--- src/rtl/nbit_reg_pkg.sv ---
// nbit_reg_pkg: FunSel encoding shared by the register file and its cells.
// Rev 1.0
`default_nettype none

package nbit_reg_pkg;

    localparam int FS_W = 3;

    localparam logic [FS_W-1:0] FS_CLR  = 3'b000;
    localparam logic [FS_W-1:0] FS_LOAD = 3'b001;
    localparam logic [FS_W-1:0] FS_DEC  = 3'b010;
    localparam logic [FS_W-1:0] FS_INC  = 3'b011;
    localparam logic [FS_W-1:0] FS_SHL  = 3'b100;
    localparam logic [FS_W-1:0] FS_SHR  = 3'b101;
    localparam logic [FS_W-1:0] FS_ROL  = 3'b110;
    localparam logic [FS_W-1:0] FS_HOLD = 3'b111;

endpackage

`default_nettype wire

--- src/rtl/nbit_reg_cell.sv ---
// nbit_reg_cell: one W-bit register with its sticky wrap flag.
// Rev 1.0
`default_nettype none

module nbit_reg_cell
    import nbit_reg_pkg::*;
#(
    parameter int W = 8
) (
    input  logic            clk,
    input  logic            rst_n,
    input  logic            en,
    input  logic [FS_W-1:0] FunSel,
    input  logic [W-1:0]    I,
    output logic [W-1:0]    Q,
    output logic            Wrap
);

    always_ff @(posedge clk or negedge rst_n) begin
        if (!rst_n) begin
            Q    <= '0;
            Wrap <= 1'b0;
        end else if (en) begin
            case (FunSel)
                FS_CLR: begin
                    Q    <= '0;
                    Wrap <= 1'b0;
                end
                FS_LOAD: begin
                    Q    <= I;
                    Wrap <= 1'b0;
                end
                FS_DEC: begin
                    Q <= Q - W'(1);
                    if (Q == '0) Wrap <= 1'b1;
                end
                FS_INC: begin
                    Q <= Q + W'(1);
                    if (&Q) Wrap <= 1'b1;
                end
                // Bits shifted out accumulate into the sticky flag.
                FS_SHL: begin
                    Q    <= {Q[W-2:0], 1'b0};
                    Wrap <= Wrap | Q[W-1];
                end
                FS_SHR: begin
                    Q    <= {1'b0, Q[W-1:1]};
                    Wrap <= Wrap | Q[0];
                end
                FS_ROL: begin
                    Q <= {Q[W-2:0], Q[W-1]};
                end
                default: begin
                    Q    <= Q;
                    Wrap <= Wrap;
                end
            endcase
        end
    end

endmodule

`default_nettype wire

--- src/rtl/nbit_reg_file.sv ---
// nbit_reg_file: NREG x W register bank with masked writes and two read ports.
// Rev 1.0
`default_nettype none

module nbit_reg_file
    import nbit_reg_pkg::*;
#(
    parameter  int W     = 8,
    parameter  int NREG  = 4,
    localparam int SEL_W = $clog2(NREG)
) (
    input  logic            clk,
    input  logic            rst_n,
    input  logic            E,
    input  logic [NREG-1:0] RegSel,
    input  logic [FS_W-1:0] FunSel,
    input  logic [W-1:0]    I,
    input  logic [SEL_W-1:0] OutASel,
    input  logic [SEL_W-1:0] OutBSel,
    output logic [W-1:0]    OutA,
    output logic [W-1:0]    OutB,
    output logic [NREG-1:0] Wrap
);

    logic [W-1:0] q [NREG];

    for (genvar k = 0; k < NREG; k++) begin : g_cell
        nbit_reg_cell #(
            .W (W)
        ) u_cell (
            .clk    (clk),
            .rst_n  (rst_n),
            .en     (E & RegSel[k]),
            .FunSel (FunSel),
            .I      (I),
            .Q      (q[k]),
            .Wrap   (Wrap[k])
        );
    end

    // Select codes with no matching register fall through to zero.
    always_comb begin
        OutA = '0;
        OutB = '0;
        for (int k = 0; k < NREG; k++) begin
            if (OutASel == SEL_W'(k)) OutA = q[k];
            if (OutBSel == SEL_W'(k)) OutB = q[k];
        end
    end

endmodule

`default_nettype wire

--- config.mk ---
export PLATFORM = sky130hd
export DESIGN_NAME = nbit_reg_file
export DESIGN_NICKNAME = d
export VERILOG_FILES = /design/src/rtl/nbit_reg_pkg.sv /design/src/rtl/nbit_reg_cell.sv /design/src/rtl/nbit_reg_file.sv
export SDC_FILE = /design/constraint.sdc
export NUM_CORES = 1
export LEC_CHECK = 0
export ABC_AREA = 1
export ABC_CLOCK_PERIOD_IN_PS = 5100
export CORE_MARGIN = 3
export CORE_UTILIZATION = 43
export CTS_CLUSTER_DIAMETER = 30
export CTS_CLUSTER_SIZE = 12
export DETAILED_ROUTE_END_ITERATION = 10
export GPL_TIMING_DRIVEN = 0
export MAX_ROUTING_LAYER = met4
export SLEW_MARGIN = 10
export SYNTH_ARGS = -nofsm -noshare
export SYNTH_HDL_FRONTEND = slang
export SYNTH_SLANG_ARGS = --single-unit
export TNS_END_PERCENT = 20
--- constraint.sdc ---
create_clock -name clk -period 5.1 [get_ports clk]
set_input_delay 0.765 -clock clk [delete_from_list [all_inputs] [get_ports clk]]
set_output_delay 0.765 -clock clk [all_outputs]
set_load 0.02 [all_outputs]
After elaboration in Yosys (flattened, before gate mapping)

Cells that the tools add are included.

Register bits: 36
Input bits: 22
Output and inout port bits: 20

Add/sub/neg operators: 8
Equal/unequal tests: 20
Multiplexer cells: 24
Bitwise operators: 12
Reductions and logical operators: 22

Operators by type and width:

| operator              | number |
|---|---|
| $pmux W8 S7           | 4 |
| $mux W8               | 8 |
| $add A8 B1 Y8 const B | 4 |
| $logic_not A8 Y1      | 4 |
| $reduce_and A8 Y1     | 4 |
| $sub A8 B1 Y8 const B | 4 |
| $pmux W1 S5           | 4 |
| $ne A2 B1 Y1 const B  | 8 |
| $reduce_and A4 Y1     | 4 |
| $eq A3 B3 Y1 const B  | 3 |
| $eq A2 B2 Y1 const B  | 4 |
| $mux W1               | 8 |
| $or A1 B1 Y1          | 8 |
| $reduce_and A2 Y1     | 4 |
| $reduce_bool A7 Y1    | 1 |
| $eq A3 B2 Y1 const B  | 2 |
| $reduce_bool A5 Y1    | 1 |
| $and A1 B1 Y1         | 4 |
| $eq A2 B1 Y1 const B  | 2 |
| $logic_not A2 Y1      | 2 |
| $eq A3 B1 Y1 const B  | 1 |
| $logic_not A3 Y1      | 1 |
| $reduce_or A2 Y1      | 1 |

Longest topological paths before layout

Depth in word-level cells: 5
Gate-level depth with buffers: 12
Mapped depth without buffers: 12

By module

A second synthesis with hierarchy kept.

Cell total of the unflattened synthesis: 780
Area total of the unflattened synthesis: 4578.1 um2

By module, submodules not included:

| module                                | instances | cells each | area an instance (um2) | sequential area each (um2) |
|---|---|---|---|---|
| nbit_reg_cell at g_cell[0].u_cell ... | 2         | 170        | 1001.0                 | 225.2 |
| nbit_reg_cell at g_cell[3].u_cell     | 1         | 168        | 1012.2                 | 225.2 |
| nbit_reg_cell at g_cell[2].u_cell     | 1         | 170        | 1002.2                 | 225.2 |
| nbit_reg_file                         | 1         | 102        | 561.8                  | 0.0 |

Worst setup path before layout

OpenSTA, ideal clock, no wires.

Path kind: input to register
Start point: input FunSel[2]
End point: register g_cell[1].u_cell.Q[3]
Data arrival time: 2.450 ns
Path slack: 2.585 ns
Cell stages on the path: 10
Path buffers: 0
Cell sequence: inv_2 > nand3_2 > ha_1 > or2_2 > and2_1 > nand2_1 > nand2_1 > o21ai_1 > nand2_1 > nand2_1

Cells in the longest elaborated chain, start to end: 3
Elaborated cells between the ends (all ways): 10
Classes of those cells: 6 x eq/ne; 1 x mux; 3 x reduce/logical

RTL lines:

| item                                 | line                | text |
|---|---|---|
| start: declaration                   | nbit_reg_file.sv:16 | `input logic [FS_W-1:0] FunSel,` |
| $eq A3 B1 Y1 (tied with other cells) | nbit_reg_cell.sv:24 | `case (FunSel)` |
| $reduce_bool A7 Y1 (no source line)  | --                  |  |
| $reduce_and A2 Y1 (no source line)   | --                  |  |
| end signal: assignment               | nbit_reg_cell.sv:34 | `Q <= Q - W'(1);` |
| end signal: assignment               | nbit_reg_cell.sv:38 | `Q <= Q + W'(1);` |
| end signal: assignment               | nbit_reg_cell.sv:43 | `Q <= {Q[W-2:0], 1'b0};` |
| end: declaration                     | nbit_reg_cell.sv:15 | `output logic [W-1:0] Q,` |

Parallel ways exist; a longest one is shown, timed or not.
A chain may end at the register's enable or synchronous reset.

Worst setup path after layout

Start point: input OutBSel[1]
End point: output OutB[0]

Cells in the longest elaborated chain, start to end: 5
Elaborated cells between the ends (all ways): 8
Classes of those cells: 3 x eq/ne; 4 x mux; 1 x reduce/logical

RTL lines:

| item                  | line                | text |
|---|---|---|
| start: declaration    | nbit_reg_file.sv:19 | `input logic [SEL_W-1:0] OutBSel,` |
| $logic_not A2 Y1      | nbit_reg_file.sv:47 | `if (OutBSel == SEL_W'(k)) OutB = q[k];` |
| $mux W8 (3 in series) | nbit_reg_file.sv:47 |  |
| $mux W8 (*)           | nbit_reg_file.sv:47 |  |
| end: declaration      | nbit_reg_file.sv:21 | `output logic [W-1:0] OutB,` |

Every way passes the cells marked *; elsewhere a longest branch is shown, timed or not.

==> results by group <==
Synthesis
  – Syn_area_per_cell: 6.15 µm²
  – Register area share after synthesis: 21.3%
  – Library cells used by synthesis: 29
  – Synthesized instance count: 687
  – Yosys warns: 0
  – Synth Register Bits: 36
  – Post-Syn Area: approximately 4200 µm²
  – Syn_nets: roughly 740

Clock tree
  – CTS Sinks: 36
  – Clock buffer count from CTS: 5
  – Htree depth: 2
  – Cts-stage hold buffer count: 0
  – CTS max path bufs: 2
  – Clock transition at the registers of the reported paths: ~80 ps
  – Clock Latency Late Sink: 300 ps
  – Setup bufs post-CTS: 0
  – Clock root cell: clkbuf_8
  – CTS tree: built
  – Cells resized by post-CTS repair: 0

Die
  – Cell Rows: 35
  – Io pins: 42
  – Die Y: around 110 µm
  – Initial core utilization: between 40% and 50%
  – Die extent in x: roughly 110 µm
  – Core Box Area: between 9000 and 10000 µm²
  – Die area: ~11000 µm²

GRT
  – Vias in the first global route: around 4500
  – Largest net degree at the start of global routing: 31
  – All-Layer GR Usage: roughly 28%
  – First-pass GRT wire length: roughly 24 mm
  – Initial antenna violation count: 0
  – GRT overflow: 0

Placement
  – Placer Congestion: approximately 0.98
  – Dpl cells: 858
  – Dpl cell area: between 4000 and 5000 µm²
  – Final HPWL DP: roughly 11 mm
  – Placement Setup Slack: between 1000 and 1500 ps
  – PortBufs: roughly 40

Route
  – Router iterations before antenna repair: 6
  – WL per Instance: around 18 µm
  – WL final: ~15 mm
  – DR vias/cell: 5.64
  – Antenna Nets Post-Route: 0
  – Initial DRC count: ~420
  – DRC violations left: 0
  – Via count: ~4900

Run
  – Max Cap Viol: 0

Worst setup path
  – Crit-path max FO: 8
  – Crit path kind: in2out
  – Element type at the critical path end: output port
  – Crit start category: input port
  – Critical path arrival: around 2700 ps
  – R2R depth: 11
  – Worst EP required: between 4000 and 5000 ps

Hold path
  – Worst hold-check path type: in2async

Finish
  – P&R area growth vs syn: 16.0%
  – Diodes inserted: 0
  – Layout cells sized above 1: under 10%
  – Layout net count: roughly 790
  – Post-route insts no fill: 866
  – Final Instance Area: just under 5000 µm²

STA
  – PnR worst setup slack: between 1500 and 2000 ps
  – Final Cycle Share: between 60 and 70%
  – Slew Viols, Final: 0
  – Slew @ Worst Pin: slightly above 800 ps
  – Worst relative slew slack: 44.7%
  – Fin crit period: around 3500 ps
  – Fmax: ~290 MHz
  – Total negative slack: 0 ps
  – Max Clock Skew: 1.96 ps
  – Final setup fails: 0
  – Final hold vios: 0
  – RSZ-0062 raised after global routing: no

Power and ir drop
  – Power Dens Cells: roughly 370 nW/µm²
  – Peak supply drop: between 0.00015 and 0.0002 V
  – Leakage: between 2 and 3 nW

Outcome
  – Status: complete, no violations
registers in the layout, indices dropped and copies added (netlist names):
| signal | cells |
|---|---|
| g_cell.u_cell.Wrap | 4 |
| g_cell.u_cell.Q | 32 |
cell type report:
cell class	count	area [µm²]
clock buffers	8	90.1
fillers	1002	4470
repair buffers	42	425
flip-flops and latches	36	901
well taps	129	161
inverters	105	394
plain buffers	19	151
multi-input cells	527	2780
cell usage in the layout (no fill, tap or decap), drive strengths merged:
master / count
fa: 4
nor2: 38
clkbuf: 10
nor3: 2
nand2: 224
ha: 29
inv: 105
nand3: 44
or2: 4
buf: 19
nand3b: 4
nand4: 21
o22ai: 31
a211oi: 1
o21ai: 61
o2111ai: 8
clkdlybuf4s50: 40
and2: 1
dfrtp: 36
a21oi: 55
final timing paths:
path                                  startpoint                    end  slack [ps]
max reg2reg                g_cell[2].u_cell.Q[0]  g_cell[2].u_cell.Q[6]        3130
max                                   OutBSel[1]                OutB[0]        1600
min                                        rst_n  g_cell[0].u_cell.Q[3]         390
min in group clk           g_cell[3].u_cell.Wrap  g_cell[3].u_cell.Wrap         550
min reg2reg                g_cell[3].u_cell.Wrap  g_cell[3].u_cell.Wrap         550
max in group asynchronous                  rst_n  g_cell[3].u_cell.Q[0]        4230
logic make-up after synthesis:
kind of cell             synth area share [%]
AO/OA/AOI/OAI                            20.3
adder cells (fa/ha/maj)                  10.5
AND/OR/NAND/NOR                          35.0
flip-flops                               21.3
buffers and inverters                    12.9
cell usage after synthesis:
master     number  area, µm²
and2_1          1       6.26
nand3b_1        4       30.0
inv_2           6       22.5
or2_2           4       25.0
a211oi_2        1       12.5
nand3_1        40        200
nand2_1       219        822
fa_1            4       80.1
o21ai_0        36        180
nand2_2         1       6.26
clkbuf_1        2       7.51
nor2_1         36        135
nand3_4         1       17.5
dfrtp_1        36        901
nor3_1          2       10.0
nand4_1        21        131
o22ai_1        31        194
buf_6           7       78.8
o2111ai_1       8       70.1
ha_1           29        363
nor2_2          1       6.26
a21oi_1        55        275
buf_2           4       20.0
inv_1          99        372
buf_4           6       45.0
nand3_2         3       30.0
o21ai_1        25        125
nand2_4         4       45.0
nor2_4          1       11.3
per-stage QoR:
| step | power (mW) | hold slack, ps | util [%] |
|---|---|---|---|
| 6_report | 1.80 | 389 | 52.3 |
| 5_1_grt | 1.96 | 412 | 52.3 |
| 4_1_cts | 1.78 | 403 | 52.3 |
| 3_5_place_dp | 1.55 | 520 | 51.3 |
| 3_3_place_gp | 1.52 | 533 | 51.2 |
| 2_1_floorplan | 1.21 | 469 | - |
where the power goes:
part	internal (mW)	switching (mW)
Combinational	0.416	0.678
Clock	0.111	0.123
Sequential	0.356	0.115
Total	0.883	0.916
routing by layer:
| metal | global-route usage, % | wire length [µm] | up-vias |
|---|---|---|---|
| met5 | - | 0 | - |
| met4 | 8.25 | 368 | 0 |
| met3 | 4.82 | 1350 | 35 |
| met2 | 41.9 | 6610 | 211 |
| met1 | 38.9 | 6870 | 2256 |
| li1 | - | - | 2385 |
critical path, cell delays in order:
cell and delay (ps):
clkdlybuf4s50_1 570, inv_1 70, nor2_1 380, a21oi_1 140, o21ai_0 140, clkdlybuf4s50_1 660
Power figures use the tool's default switching activity.
